File: src/rtl/fetch_queue_unit_if.sv
// Bus bundle for fetch_queue_unit: instruction ROM port, execute redirect and decode handshake.
// Decode handshake: an entry moves on any cycle with dec_valid && dec_ready; dec_valid never depends on dec_ready, and the head holds until taken.
interface fetch_queue_unit_if #(
  parameter int XLEN = 32
);
  logic            imem_req;
  logic [XLEN-1:0] imem_addr;
  logic [31:0]     imem_data;
  logic            imem_valid;
  logic            redirect_en;
  logic [XLEN-1:0] redirect_pc;
  logic            dec_valid;
  logic            dec_ready;
  logic [31:0]     dec_instr;
  logic [XLEN-1:0] dec_pc;
  logic            dec_pred_taken;

  modport master (
    output imem_req,
    output imem_addr,
    input  imem_data,
    input  imem_valid,
    input  redirect_en,
    input  redirect_pc,
    output dec_valid,
    input  dec_ready,
    output dec_instr,
    output dec_pc,
    output dec_pred_taken
  );

  modport slave (
    input  imem_req,
    input  imem_addr,
    output imem_data,
    output imem_valid,
    output redirect_en,
    output redirect_pc,
    input  dec_valid,
    output dec_ready,
    input  dec_instr,
    input  dec_pc,
    input  dec_pred_taken
  );
endinterface

File: src/rtl/fetch_queue_unit.sv
// Instruction fetch stage: PC, one-cycle ROM requests, prefetch queue to decode, execute redirects.
// Define STATIC_BTFN_PREDICT_EN to predict backward B-type branches and JAL as taken at push time.
module fetch_queue_unit #(
  parameter int              XLEN        = 32,
  parameter int              QDEPTH      = 4,
  parameter logic [XLEN-1:0] RESET_PC    = '0,
  parameter int              INSTR_BYTES = 4
) (
  input  logic                clk,
  input  logic                reset,
  fetch_queue_unit_if.master  fq
);
  localparam int              PW      = $clog2(QDEPTH);
  localparam int              CW      = PW + 1;
  localparam logic [CW:0]     L_DEPTH = (CW+1)'(QDEPTH);
  localparam logic [CW-1:0]   L_FULL  = CW'(QDEPTH);

  logic [XLEN-1:0] r_pc;
  logic [XLEN-1:0] r_req_addr;
  logic [CW-1:0]   r_count;
  logic [PW-1:0]   r_rd_ptr;
  logic [PW-1:0]   r_wr_ptr;
  logic            r_inflight;
  logic            r_drop;
  logic [31:0]     r_q_instr [QDEPTH];
  logic [XLEN-1:0] r_q_pc    [QDEPTH];
  logic [QDEPTH-1:0] r_q_pred;

  logic [CW:0]     w_credit;
  logic            w_issue;
  logic            w_dec_valid;
  logic            w_pop;
  logic            w_push;
  logic            w_pred_taken;
  logic [XLEN-1:0] w_pred_target;
  logic            w_pred_redirect;

  // Entries already queued plus the one response still owed by the ROM must fit.
  assign w_credit    = {1'b0, r_count} + {{CW{1'b0}}, r_inflight};
  assign w_issue     = !reset && !fq.redirect_en && (w_credit < L_DEPTH);
  assign w_dec_valid = !reset && (r_count != '0);
  assign w_pop       = w_dec_valid && fq.dec_ready && !fq.redirect_en;
  // Only a response we actually asked for is accepted; anything else is stale.
  assign w_push      = !reset && !fq.redirect_en && fq.imem_valid && r_inflight && !r_drop;

`ifdef STATIC_BTFN_PREDICT_EN
  logic [6:0]      w_opcode;
  logic [XLEN-1:0] w_b_imm;
  logic [XLEN-1:0] w_j_imm;
  logic            w_is_bwd_b;
  logic            w_is_jal;

  assign w_opcode   = fq.imem_data[6:0];
  assign w_b_imm    = {{(XLEN-12){fq.imem_data[31]}}, fq.imem_data[7], fq.imem_data[30:25],
                       fq.imem_data[11:8], 1'b0};
  assign w_j_imm    = {{(XLEN-20){fq.imem_data[31]}}, fq.imem_data[19:12], fq.imem_data[20],
                       fq.imem_data[30:21], 1'b0};
  assign w_is_bwd_b = (w_opcode == 7'b1100011) && fq.imem_data[31];
  assign w_is_jal   = (w_opcode == 7'b1101111);
  assign w_pred_taken  = w_is_bwd_b || w_is_jal;
  assign w_pred_target = r_req_addr + (w_is_jal ? w_j_imm : w_b_imm);
`else
  assign w_pred_taken  = 1'b0;
  assign w_pred_target = '0;
`endif

  assign w_pred_redirect = w_push && w_pred_taken;

  always_ff @(posedge clk) begin
    if (reset) begin
      r_pc       <= RESET_PC;
      r_req_addr <= '0;
      r_count    <= '0;
      r_rd_ptr   <= '0;
      r_wr_ptr   <= '0;
      r_inflight <= 1'b0;
      r_drop     <= 1'b0;
      r_q_pred   <= '0;
      for (int i = 0; i < QDEPTH; i++) begin
        r_q_instr[i] <= '0;
        r_q_pc[i]    <= '0;
      end
    end else begin
      r_inflight <= w_issue;
      if (w_issue) begin
        r_req_addr <= r_pc;
      end
      if (fq.redirect_en) begin
        // Flush wins over any pop or prediction this cycle; decode drops its own copy.
        r_pc     <= fq.redirect_pc;
        r_count  <= '0;
        r_rd_ptr <= '0;
        r_wr_ptr <= '0;
        r_drop   <= r_inflight;
      end else begin
        if (w_push) begin
          r_q_instr[r_wr_ptr] <= fq.imem_data;
          r_q_pc[r_wr_ptr]    <= r_req_addr;
          r_q_pred[r_wr_ptr]  <= w_pred_taken;
          r_wr_ptr            <= r_wr_ptr + PW'(1);
        end
        if (w_pop) begin
          r_rd_ptr <= r_rd_ptr + PW'(1);
        end
        r_count <= r_count + {{PW{1'b0}}, w_push} - {{PW{1'b0}}, w_pop};
        if (w_pred_redirect) begin
          // The sequential request issued alongside the prediction is on the wrong path.
          r_pc   <= w_pred_target;
          r_drop <= w_issue;
        end else begin
          if (w_issue) begin
            r_pc <= r_pc + XLEN'(INSTR_BYTES);
          end
          r_drop <= 1'b0;
        end
      end
    end
  end

  assign fq.imem_req       = w_issue;
  assign fq.imem_addr      = r_pc;
  assign fq.dec_valid      = w_dec_valid;
  assign fq.dec_instr      = reset ? '0 : r_q_instr[r_rd_ptr];
  assign fq.dec_pc         = reset ? '0 : r_q_pc[r_rd_ptr];
  assign fq.dec_pred_taken = reset ? 1'b0 : r_q_pred[r_rd_ptr];

  a_no_overflow: assert property (@(posedge clk) disable iff (reset)
    !(w_push && !w_pop && (r_count == L_FULL)));
  a_no_underflow: assert property (@(posedge clk) disable iff (reset)
    !(w_pop && (r_count == '0)));
endmodule

File: src/flat_wrapper.sv
// flat-port wrapper written by rule: the top's interface ports become plain ports
module fetch_queue_unit_flat 
#(
  parameter int              XLEN        = 32,
  parameter int              QDEPTH      = 4,
  parameter logic [XLEN-1:0] RESET_PC    = '0,
  parameter int              INSTR_BYTES = 4
)
  (clk, reset, fq_imem_req, fq_imem_addr, fq_imem_data, fq_imem_valid, fq_redirect_en, fq_redirect_pc, fq_dec_valid, fq_dec_ready, fq_dec_instr, fq_dec_pc, fq_dec_pred_taken);
  fetch_queue_unit_if #(.XLEN(XLEN)) fq_i ();
  input  logic clk;
  input  logic reset;
  output wire logic [$bits(fq_i.imem_req)-1:0] fq_imem_req;
  output wire logic [$bits(fq_i.imem_addr)-1:0] fq_imem_addr;
  input wire logic [$bits(fq_i.imem_data)-1:0] fq_imem_data;
  input wire logic [$bits(fq_i.imem_valid)-1:0] fq_imem_valid;
  input wire logic [$bits(fq_i.redirect_en)-1:0] fq_redirect_en;
  input wire logic [$bits(fq_i.redirect_pc)-1:0] fq_redirect_pc;
  output wire logic [$bits(fq_i.dec_valid)-1:0] fq_dec_valid;
  input wire logic [$bits(fq_i.dec_ready)-1:0] fq_dec_ready;
  output wire logic [$bits(fq_i.dec_instr)-1:0] fq_dec_instr;
  output wire logic [$bits(fq_i.dec_pc)-1:0] fq_dec_pc;
  output wire logic [$bits(fq_i.dec_pred_taken)-1:0] fq_dec_pred_taken;
  assign fq_imem_req = fq_i.imem_req;
  assign fq_imem_addr = fq_i.imem_addr;
  assign fq_i.imem_data = fq_imem_data;
  assign fq_i.imem_valid = fq_imem_valid;
  assign fq_i.redirect_en = fq_redirect_en;
  assign fq_i.redirect_pc = fq_redirect_pc;
  assign fq_dec_valid = fq_i.dec_valid;
  assign fq_i.dec_ready = fq_dec_ready;
  assign fq_dec_instr = fq_i.dec_instr;
  assign fq_dec_pc = fq_i.dec_pc;
  assign fq_dec_pred_taken = fq_i.dec_pred_taken;
  fetch_queue_unit #(.XLEN(XLEN), .QDEPTH(QDEPTH), .RESET_PC(RESET_PC), .INSTR_BYTES(INSTR_BYTES)) u_core (.clk(clk), .reset(reset), .fq(fq_i));
endmodule
File: config.mk
export PLATFORM = sky130hd
export DESIGN_NAME = fetch_queue_unit_flat
export DESIGN_NICKNAME = d
export VERILOG_FILES = /design/src/rtl/fetch_queue_unit_if.sv /design/src/rtl/fetch_queue_unit.sv /design/src/flat_wrapper.sv
export SDC_FILE = /design/constraint.sdc
export NUM_CORES = 1
export LEC_CHECK = 0
export BUFFER_PORTS_ARGS = -buffer_cell sky130_fd_sc_hd__buf_2
export CORE_UTILIZATION = 55
export CTS_CLUSTER_DIAMETER = 40
export DETAILED_ROUTE_END_ITERATION = 12
export PLACE_DENSITY = 0.73
export SKIP_CTS_REPAIR_TIMING = 1
export SYNTH_ARGS = -nofsm -noshare
export SYNTH_HDL_FRONTEND = slang
export SYNTH_SLANG_ARGS = --single-unit
export TNS_END_PERCENT = 10
File: constraint.sdc
create_clock -name clk -period 8.8 [get_ports clk]
set_clock_uncertainty 0.15 [all_clocks]
set_input_delay 1.76 -clock clk [delete_from_list [all_inputs] [get_ports clk]]
set_output_delay 1.76 -clock clk [all_outputs]
set_load 0.01 [all_outputs]
==> Word level (Yosys, flattened, before mapping) <==
Memories as Yosys holds them, arrays and structs flattened. A register that Yosys moved wholly into a read port is not among the register bits.
Index checks and enable logic that the tools add are counted.
{ "word_totals": {"mem_count": 2, "ram_bits": 256, "out_inout_bits": 99, "wordCells": 67, "input_bits": 69, "regBits": 77} }
{ "memory_table": {"columns": ["memory", "depth", "word_bits", "read_ports", "rd_clocked_by_memory_dff", "write_ports", "line_no", "rtl"], "rows": [
  ["u_core.r_q_instr", 4, 32, 1, 1, 4, "fetch_queue_unit.sv:25", "logic [31:0] r_q_instr [QDEPTH];"],
  ["u_core.r_q_pc", 4, 32, 1, 1, 4, "fetch_queue_unit.sv:26", "logic [XLEN-1:0] r_q_pc [QDEPTH];"]
]} }
{ "classes": {"magnitude_cmp": 4, "bitwise": 3, "add_sub_neg": 6, "reduce_logical": 19, "muxes": 25} }
{ "op_table": {"columns": ["cell", "n"], "rows": [
  ["2-to-1 mux 32 bit", 6],
  ["OR reduction 32 bit", 2],
  ["adder 32 x 3 -> 32 bit, second input constant", 1],
  ["2-to-1 mux 2 bit", 6],
  ["2-to-1 mux 1 bit", 11],
  ["logical AND 1 bit", 9],
  ["< comparator 2 x 3 -> 1 bit, second input constant", 2],
  ["adder 2 x 1 -> 2 bit, second input constant", 2],
  ["adder 3 x 1 -> 4 bit", 1],
  ["bitwise AND 4 bit", 1],
  ["< comparator 4 x 3 -> 1 bit, second input constant", 1],
  ["NOT 4 bit", 1],
  ["OR reduction 2 bit", 2],
  ["adder 3 x 1 -> 3 bit", 1],
  ["zero test 1 bit", 3],
  ["nonzero test 3 bit", 1],
  ["subtractor 3 x 1 -> 3 bit", 1],
  ["binary-select mux 1 bit (select 2 bit)", 1],
  ["demux 1 bit (select 2 bit)", 1],
  [">= comparator 2 x 1 -> 1 bit, second input constant", 1],
  ["AND reduction 2 bit", 1],
  ["nonzero test 2 bit", 1],
  ["NOT 1 bit", 1]
]} }

==> Logic depth before layout (Yosys ltp) <==
Gate-level depths: netlist of the first run.
{ "logic_depth": {"depth_word": 11, "depth_mapped": 9, "ltp_nobuf": 8} }

==> Least setup slack after synthesis of the first run <==
No wires, ideal clock.
{ "synth_path": {"path_kind": "input port to flip-flop", "start": "input fq_redirect_en", "end": "memory u_core.r_q_instr[1][0] (enable)", "path_buffers": 1, "arrival_time_ns": 6.934, "t_required_ns": 8.076, "path_slack_ns": 1.142, "setup_time_ns": 0.574, "cell_stages": 5, "path_cell_list": "or2_1 -> buf_2 -> nor2_4 -> nand2_1 -> o21ai_0"} }
{ "synth_rtl": {"columns": ["element", "line_no", "rtl"], "rows": [
  ["start: declaration", "flat_wrapper.sv:17", "input wire logic [$bits(fq_i.redirect_en)-1:0] fq_redirect_en;"],
  ["end: declaration", "fetch_queue_unit.sv:25", null]
]} }

==> Worst setup path in the final report of the first run <==
{ "layout_path": {"start": "input reset", "end": "output fq_dec_pred_taken"} }
{ "layout_via": {"elab_chain_len": 1} }
{ "layout_lines": {"columns": ["element", "line_no", "rtl"], "rows": [
  ["start: declaration", "flat_wrapper.sv:12", "input logic reset;"],
  ["2-to-1 mux 1 bit", "fetch_queue_unit.sv:125", "assign fq.dec_pred_taken = reset ? 1'b0 : r_q_pred[r_rd_ptr];"],
  ["end: declaration", "flat_wrapper.sv:23", "output wire logic [$bits(fq_i.dec_pred_taken)-1:0] fq_dec_pred_taken;"]
]} }
No other way between the ends.

==> results of run 1 <==
[state kept, by name, indices dropped and copies added, names as in the netlist, named ones only]
register / cells
u_core.r_q_instr: 128
u_core.r_q_pc: 128
u_core.fq.imem_addr: 32
u_core.r_req_addr: 32
u_core.r_q_pred: 4
u_core.r_count: 3
u_core.r_rd_ptr: 2
u_core.r_wr_ptr: 2
u_core.r_drop: 1
u_core.r_inflight: 1
[kinds of logic (layout without fill, tap and decap cells)]
| family | after synthesis | count (layout) | share of synthesized area |
|---|---|---|---|
| and+or+nand+nor | 513 | 513 | 0.2021 |
| DFF | 335 | 335 | 0.6132 |
| buffers and inverters | 86 | 276 | 0.02724 |
| AOI/OAI and AO/OA | 84 | 84 | 0.03320 |
| muxes | 69 | 69 | 0.09950 |
| xor gates and xnor gates | 29 | 29 | 0.01680 |
| adders and majority gates | 9 | 9 | 0.007947 |
| other | 0 | 2 | 0 |
[Yosys cell counts, drive strengths merged]
library cell and number:
nand4b 1, dfxtp 79, xor2 17, nand3 17
o22ai 6, a31oi 1, o21ai 8, nor3b 2
o22a 1, fa 1, o211ai 1, buf 22
xnor2 12, a311oi 3, clkbuf 53, nand4 15
o211a 1, edfxtp 256, or3 4, and2 326
mux4 65, a311o 1, and3 11, a21oi 46
nor4 10, inv 11, or2 2, nor4b 2
nand2 83, nor3 3, a211oi 16, nor2 36
nand3b 1, ha 8, mux2i 4
[layer usage]
| metal | up-vias | track usage |
|---|---|---|
| met2 | 268 | 0.4027 |
| met3 | 38 | 0.04937 |
| met4 | 2 | 0.05106 |
| met5 | - | 0 |
| li1 | 4343 | - |
| met1 | 4586 | 0.3035 |
[path summary, 6_finish.rpt]
| kind | from | end | slack (ps) |
|---|---|---|---|
| worst max register to register | u_core.r_inflight$_SDFF_PP0_ | u_core.r_q_pc[1][9]$_SDFFCE_PN0P_ | 5740 |
| worst max-delay path | reset | fq_dec_pred_taken | 3570 |
| worst min register to register | u_core.r_q_pred[1]$_SDFFE_PP0P_ | u_core.r_q_pred[1]$_SDFFE_PP0P_ | 280 |
| worst min-delay path | u_core.r_q_pred[1]$_SDFFE_PP0P_ | u_core.r_q_pred[1]$_SDFFE_PP0P_ | 280 |
[final cells by class]
cell class / instances / area [um2]
tap: 341 / 426.7
sequential: 335 / 9276
clock inverter: 30 / 281.5
fill: 1999 / 9278
antenna: 2 / 5.005
timing repair buffer: 181 / 940.9
clock buffer: 54 / 1212
multi-input combinational: 704 / 5489
inverter: 11 / 41.29
[per-stage QoR]
stage	std cells	hold WS (ps)	total power, W
after floorplan	1125	258.8	0.001924
after global placement	1572	270.5	0.001993
after detailed placement	1572	272.2	0.001999
after CTS	1656	281.8	0.003772
after global routing	1656	304.9	0.003860
final	1658	284.0	0.003745
[power by group through the flow]
stage	Sequential, W	Clock (W)	Combinational [W]
4_1_cts	0.00180	0.00180	0.000172
5_1_grt	0.00180	0.00187	0.000186
3_5_place_dp	0.00183	0	0.000171
3_3_place_gp	0.00182	0	0.000169
2_1_floorplan	0.00182	0	0.0000994
6_report	0.00180	0.00178	0.000170
[worst max-delay path: cells and delay by family]
| family | cells | cell delay, ps |
|---|---|---|
| buffers and inverters | 5 | 1280 |
| AND/OR/NAND/NOR | 1 | 230 |
==> metrics.yaml, run 1 <==
hold_path:
  whs_path_depth: 2
  min_path_type: "reg -> reg"
critical_path:
  worstSetupStartpointType: "primary input"
  slowest_stage: "buf_4"
  cp_data_required_time_ps: 6890
  worstRegToRegCells: 5
  critPathCaptureType: "primary output"
  cp_slowest_stage_delay_ps: 560
  arrival_ps: 3320
  path_max_fanout: 73
  crit_chain: "buf_2, buf_4, inv_2, buf_4, and2_1, buf_2"
  critical_path_class: "in -> out"
cts:
  clockBufferDepth: 3
  cts_tree: "built"
  cts.clk_slew.worst_paths_ps: 60
  clock-sinks: 335
  cts-root-buf: "clkbuf_16"
  cts_max_level: 2
  worstSkewPairLatency_ps: 540
  cts_buffers: 45
drt:
  vias: 9237
  wl_met2_um: 15990
  antenna_left: 0
  highest-signal-layer: "met5"
  drc_errors: 0
  wl_met3_um: 1788
  met1_length_um: 13800
  vias_per_cell: 5.571
  drt_iter0_markers: 552
  firstDrtPassIters: 5
  drt_wl_total_um: 32010
  wl_per_cell_um: 19.31
synth:
  synth_top_area_share: 0.5086
  synthDistinctLibCells: 51
  synth_warnings: 0
  synth_top_area_cell: "edfxtp_1"
  ys_ff_latch: 335
  yosysSeqAreaShare: 0.6132
  syn_inst: 1125
  syn_nets: 1203
  avgSynthCellArea_um2: 13.44
  synth_area_leaders: "edfxtp_1, and2_1, dfxtp_1"
  mappedNetlistArea_mm2: 0.01511
place:
  io_buffers: 167
  dp_hpwl_um: 18150
  dp_slack_ps: 3547
  placed_cell_area_mm2: 0.01617
  gp_congestion: 0.8352
sta:
  setup_tns_ps: 0
  setup_viol: 0
  final.min_clock_period_ps: 5228
  timing.final.hold_violations: 0
  period_share: 0.5941
  relSlewSlack: 0.2704
  setup_ws_ps: 3572
  worstMarginPinSlew_ps: 1094
  grt_setup_unrepaired: "no"
  drv_slew: 0
  max_freq_mhz: 191.3
global_routing:
  antenna_found_initial: 3
  grt_max_degree: 74
  grt_pass1_vias: 9353
  grt_pass1_wl_um: 50580
  grt.total_usage: 0.2330
  overflow: 0
die:
  die_w_um: 167.8
  die_y_um: 167.8
  die_area_mm2: 0.02815
  num_rows: 60
  io_pins: 168
  start_util: 0.5608
  coreArea_mm2: 0.02695
finish:
  final_common_cell: "and2_1"
  final_cell_mix: "and2_1, edfxtp_1, buf_2"
  fin_util: 0.6558
  final_area_mm2: 0.01767
  syn_to_final_growth_pct: 16.93
  nNetsFinal: 1356
  drive_gt1_frac: 0.2669
status:
  status: "complete, no violations"
power:
  static-leakage-power_nw: 6.749
  power.share.sequential: 0.479
  p_int_w: 0.002910
  switching_share: 0.2230
  ir_drop_v: 0.0001523
  switching_power_w: 0.0008350
  combPwrFrac: 0.045
  power_density_mw_per_mm2: 211.9
  clockPowerShare: 0.475
job:
  maxCapViolations: 0
No activity file was read; power rests on OpenSTA's default activity.
==> run 2, diff against run 1 <==
--- a/config.mk
+++ b/config.mk
@@ -5,8 +5,9 @@
 export SDC_FILE = /design/constraint.sdc
 export NUM_CORES = 1
 export LEC_CHECK = 0
+export ABC_AREA = 1
 export BUFFER_PORTS_ARGS = -buffer_cell sky130_fd_sc_hd__buf_2
-export CORE_UTILIZATION = 55
+export CORE_UTILIZATION = 53
 export CTS_CLUSTER_DIAMETER = 40
 export DETAILED_ROUTE_END_ITERATION = 12
 export PLACE_DENSITY = 0.73
==> constraint.sdc (replaced) <==
create_clock -name clk -period 4.2 [get_ports clk]
set_clock_uncertainty 0.15 [all_clocks]
set_input_delay 0.84 -clock clk [delete_from_list [all_inputs] [get_ports clk]]
set_output_delay 0.84 -clock clk [all_outputs]
set_load 0.01 [all_outputs]
==> metrics.yaml, run 2 <==
sta:
  setup_ws_ps: 667.0
  timing.final.hold_violations: 0
  setup_viol: 0
  setup_tns_ps: 0
  final.min_clock_period_ps: 3533
  worstMarginPinSlew_ps: 841.7
  max_freq_mhz: 283.0
  relSlewSlack: 0.4389
  period_share: 0.8412
  drv_slew: 0
  grt_setup_unrepaired: "no"
cts:
  cts_buffers: 42
  cts_max_level: 2
  cts-root-buf: "clkbuf_16"
  clockBufferDepth: 3
  cts_tree: "built"
  cts.clk_slew.worst_paths_ps: 50
  clock-sinks: 335
  worstSkewPairLatency_ps: 520
place:
  io_buffers: 167
  gp_congestion: 0.8770
  placed_cell_area_mm2: 0.01636
  dp_hpwl_um: 21370
  dp_slack_ps: 604.5
critical_path:
  worstSetupStartpointType: "flop"
  reg2reg_to: "u_core.r_q_pc[1][6]$_SDFFCE_PN0P_"
  critPathCaptureType: "primary output"
  arrival_ps: 2540
  worstRegToRegCells: 7
  critical_path_class: "reg -> out"
  cp_data_required_time_ps: 3210
  path_max_fanout: 68
  reg2reg_setup_slack_ps: 1580
  reg2reg_from: "u_core.r_inflight$_SDFF_PP0_"
  crit_path_end: "fq_dec_pc[20]"
synth:
  synthArstFlopShare: 0
  synth_area_leaders: "edfxtp_1, nor2_1, dfxtp_1"
  synthTopCellsByCount: "nor2_1, edfxtp_1, o21ai_0"
  syn_nets: 1802
  avgSynthCellArea_um2: 8.848
  synthDistinctLibCells: 30
  synthFlopType: "edfxtp_1"
  synth_top_area_share: 0.5040
  synth-edff-count: 256
  synth_top_area_cell: "edfxtp_1"
  syn_inst: 1724
  synth.most_common_cell: "nor2_1"
  synth_warnings: 0
  mappedNetlistArea_mm2: 0.01525
  ys_ff_latch: 335
  yosysSeqAreaShare: 0.6077
die:
  die_area_mm2: 0.02946
  io_pins: 168
  coreArea_mm2: 0.02801
  start_util: 0.5446
  num_rows: 61
  die_y_um: 171.6
  die_w_um: 171.6
status:
  status: "complete, no violations"
power:
  power_density_mw_per_mm2: 440.5
  fin_total_pwr_w: 0.007830
  static-leakage-power_nw: 7.205
  ir_drop_v: 0.0002896
drt:
  drt_iter0_markers: 951
  vias: 12180
  wl_per_cell_um: 16.20
  vias_per_cell: 5.378
  antenna_left: 0
  drt_wl_total_um: 36690
  firstDrtPassIters: 7
  drc_errors: 0
global_routing:
  grt.total_usage: 0.2485
  grt_pass1_wl_um: 57150
  overflow: 0
  grt_pass1_vias: 11380
  grt_max_degree: 76
  antenna_found_initial: 0
finish:
  antennaDiodeCount: 0
  nFillCells: 2285
  reg_top3: "u_core.r_q_instr x128, u_core.r_q_pc x128"
  nNetsFinal: 1933
  final_common_cell: "nor2_1"
  drive_gt1_frac: 0.1489
  final_cell_mix: "nor2_1, edfxtp_1, o21ai_0"
  final_area_mm2: 0.01778
  syn_to_final_growth_pct: 16.54
hold_path:
  min_path_type: "reg -> reg"
job:
  maxCapViolations: 0
==> run 2: cell types whose count changed in the layout (fill, tap and decap cells not counted), sizes merged, moves of 14 or more <==
cell,change
a21oi,+78
nand2,+86
nor2,+552
o21ai,+168
mux4,-65
nand3,+44
xor2,-14
nand4,-14
a211oi,-15
and2,-324
inv,+128
==> run 2: worst max-delay path, cell delays in order, from the launching register on <==
cell     delay, ps
dfxtp_4        810
buf_12         390
nor2_1         110
nor2_1          80
o21ai_0         90
a21oi_1        330
buf_2          200
==> run 2: area by class of cell <==
class | instances | area (um2) | share of cell area
well taps | 378 | 473.0 | 0.02660
repair buffers | 190 | 1074 | 0.06039
flip-flops and latches | 335 | 9274 | 0.5217
inverters | 140 | 526.8 | 0.02963
clock buffers | 54 | 1181 | 0.06644
clock inverters | 22 | 237.7 | 0.01337
multi-input cells | 1146 | 5011 | 0.2819
==> run 2: how the worst min path moves through the flow <==
stage                                                  to                       startpoint  slack, ps  cells past startpoint
after CTS                 u_core.r_q_pred[3]$_SDFFE_PP0P_  u_core.r_q_pred[3]$_SDFFE_PP0P_        310                      2
after floorplan           u_core.r_q_pred[1]$_SDFFE_PP0P_  u_core.r_q_pred[1]$_SDFFE_PP0P_        280                      2
after detailed placement  u_core.r_q_pred[3]$_SDFFE_PP0P_  u_core.r_q_pred[3]$_SDFFE_PP0P_        300                      2
final                     u_core.r_q_pred[1]$_SDFFE_PP0P_  u_core.r_q_pred[1]$_SDFFE_PP0P_        310                      2
after global routing      u_core.r_q_pred[3]$_SDFFE_PP0P_  u_core.r_q_pred[3]$_SDFFE_PP0P_        330                      2
after global placement    u_core.r_q_pred[3]$_SDFFE_PP0P_  u_core.r_q_pred[3]$_SDFFE_PP0P_        290                      2
==> run 2: cells by family (layout without fill, tap and decap cells) <==
group           Yosys count  in the layout  synth area share
simple gates            824            824            0.2122
flops                   335            335            0.6077
compound gates          307            307            0.1019
buf+inv                 243            406           0.06693
fa+ha+maj                 9              9          0.007875
xor+xnor                  6              6          0.003446
==> run 2: per-layer routing <==
metal  track usage  wire length (um)
met4       0.08075               761
met3       0.03843              2853
met5             0                 0
met1        0.3380             15910
met2        0.4077             17170
==> run 2: through the flow <==
| step | instances | hold slack, ps | util |
|---|---|---|---|
| after CTS | 2265 | 313.5 | 0.6347 |
| after detailed placement | 2189 | 304.9 | 0.5840 |
| after floorplan | 1724 | 278.7 | - |
| after global routing | 2265 | 332.0 | 0.6347 |
| final | 2265 | 312.5 | 0.6347 |
| after global placement | 2189 | 293.0 | 0.5840 |
==> run 2: power breakdown <==
| group | internal (W) | switching [W] |
|---|---|---|
| registers | 0.00370 | 0.0000679 |
| logic | 0.000141 | 0.000313 |
| clock network | 0.00225 | 0.00136 |
==> run 3, diff against run 2 <==
--- a/config.mk
+++ b/config.mk
@@ -5,9 +5,9 @@
 export SDC_FILE = /design/constraint.sdc
 export NUM_CORES = 1
 export LEC_CHECK = 0
-export ABC_AREA = 1
+export ABC_AREA = 0
 export BUFFER_PORTS_ARGS = -buffer_cell sky130_fd_sc_hd__buf_2
-export CORE_UTILIZATION = 53
+export CORE_UTILIZATION = 55
 export CTS_CLUSTER_DIAMETER = 40
 export DETAILED_ROUTE_END_ITERATION = 12
 export PLACE_DENSITY = 0.73
==> constraint.sdc (replaced) <==
create_clock -name clk -period 3.42 [get_ports clk]
set_clock_uncertainty 0.15 [all_clocks]
set_input_delay 0.684 -clock clk [delete_from_list [all_inputs] [get_ports clk]]
set_output_delay 0.684 -clock clk [all_outputs]
set_load 0.01 [all_outputs]
==> metrics.yaml, run 3 (synthesis gave the netlist of run 1 again) <==
status:
  status: "complete, no violations"
critical_path:
  reg2reg_setup_slack_ps: 1060
  reg2reg_from: "u_core.r_count[1]$_SDFF_PP0_"
  path_max_fanout: 30
  critPathCaptureType: "primary output"
  critical_path_class: "reg -> out"
  arrival_ps: 2370
  worstRegToRegCells: 5
  reg2reg_to: "u_core.fq.imem_addr[6]$_SDFFE_PP0P_"
  worstSetupStartpointType: "flop"
  cp_data_required_time_ps: 2590
global_routing:
  use_met1: 0.3363
  grt_pass1_vias: 9479
  grt.total_usage: 0.2425
  grt_busiest_layer: "met2"
  grt_max_degree: 65
  grt_pass1_wl_um: 52640
  met3_usage: 0.04114
  grt_use_met2: 0.4004
  antenna_found_initial: 1
  overflow: 0
sta:
  period_share: 0.9371
  timing.final.hold_violations: 0
  max_freq_mhz: 312.0
  worstMarginPinSlew_ps: 873.4
  relSlewSlack: 0.4177
  final.min_clock_period_ps: 3205
  drv_slew: 0
  setup_viol: 0
  grt_setup_unrepaired: "no"
die:
  io_pins: 168
  die_area_mm2: 0.02815
  die_y_um: 167.8
  num_rows: 60
  coreArea_mm2: 0.02695
  start_util: 0.5608
  die_w_um: 167.8
finish:
  drive_gt1_frac: 0.2728
  final_cell_mix: "and2_1, edfxtp_1, buf_2"
  final_area_mm2: 0.01790
  syn_to_final_growth_pct: 18.44
  antennaDiodeCount: 0
  nFillCells: 1938
  nNetsFinal: 1369
  reg_top3: "u_core.r_q_instr x128, u_core.r_q_pc x128"
  final_common_cell: "and2_1"
drt:
  vias: 9421
  antenna_left: 0
  wl_per_cell_um: 19.74
  vias_per_cell: 5.648
  firstDrtPassIters: 5
  drt_iter0_markers: 653
  drt_wl_total_um: 32920
  drc_errors: 0
power:
  p_int_w: 0.007621
  ir_drop_v: 0.0003777
  power_density_mw_per_mm2: 544.3
  static-leakage-power_nw: 6.861
  combPwrFrac: 0.048
  clockPowerShare: 0.478
  switching_share: 0.2178
  fin_total_pwr_w: 0.009744
  switching_power_w: 0.002123
  power.share.sequential: 0.474
cts:
  cts_max_level: 2
  clock-sinks: 335
  cts_tree: "built"
  cts_buffers: 44
  worstSkewPairLatency_ps: 540
  clockBufferDepth: 3
  cts.clk_slew.worst_paths_ps: 60
  cts-root-buf: "clkbuf_16"
place:
  placed_cell_area_mm2: 0.01638
  gp_congestion: 0.8655
  dp_hpwl_um: 19730
  io_buffers: 167
hold_path:
  hold_end: "u_core.fq.imem_addr[1]$_SDFFE_PP0P_"
  worstHoldStart: "fq_redirect_pc[1]"
  min_path_type: "in -> reg"
  whs_path_depth: 3
job:
  maxCapViolations: 0
[run 3: changes by cell type in the layout (fill, tap and decap cells not counted), sizes merged, moves of 44 or more]
cell / change
a21oi: -78
and2: +324
inv: -126
mux4: +65
nand2: -86
nand3: -44
nor2: -552
o21ai: -168
[run 3: power by group through the flow]
stage | registers, W | clock network [W] | logic, W
2_1_floorplan | 0.00468 | 0 | 0.000257
6_report | 0.00462 | 0.00466 | 0.000464
3_3_place_gp | 0.00469 | 0 | 0.000462
4_1_cts | 0.00462 | 0.00474 | 0.000470
3_5_place_dp | 0.00470 | 0 | 0.000466
5_1_grt | 0.00463 | 0.00490 | 0.000506
[run 3: routing by layer]
metal  vias up  routed length, um
met3        39               2221
li1       4383                  -
met4         0                539
met1      4637              14210
met2       362              15940
met5         -                  0
[run 3: worst max path at each step]
stage | end | slack [ps] | cells after the start
floorplan | u_core.r_q_instr[1][0]$_SDFFCE_PN0P_ | -230 | 5
global placement | u_core.r_q_pc[1][9]$_SDFFCE_PN0P_ | 640 | 7
detailed placement | u_core.r_q_pc[1][9]$_SDFFCE_PN0P_ | 610 | 7
CTS | fq_dec_pc[15] | 130 | 4
global route | fq_dec_pc[15] | 60 | 4
finish | fq_dec_pc[15] | 220 | 4
[run 3: per-stage QoR]
stage / utilization / TNS, ps / cells / worst slack, ps / hold slack [ps]
2_1_floorplan: - / -42350 / 1125 / -230.6 / 258.8
3_3_place_gp: 0.6078 / 0 / 1586 / 637.5 / 269.0
3_5_place_dp: 0.6078 / 0 / 1586 / 605.7 / 278.7
4_1_cts: 0.6642 / 0 / 1668 / 126.4 / 217.4
5_1_grt: 0.6642 / 0 / 1668 / 59.16 / 236.7
6_report: 0.6642 / 0 / 1668 / 215.1 / 237.1
[run 3: final cells by class]
cell class	count	area [um2]	share of cell area
sequential	335	9276	0.5182
multi-input combinational	704	5489	0.3066
clock buffer	52	1195	0.06675
timing repair buffer	195	1146	0.06402
tap	341	426.7	0.02383
clock inverter	30	326.6	0.01824
inverter	11	41.29	0.002307
[run 3: worst max-delay path, cell delays in order, from the launching register on]
cell and delay (ps):
dfxtp_4 610, buf_12 320, mux4_2 540, and2_1 200
buf_2 150
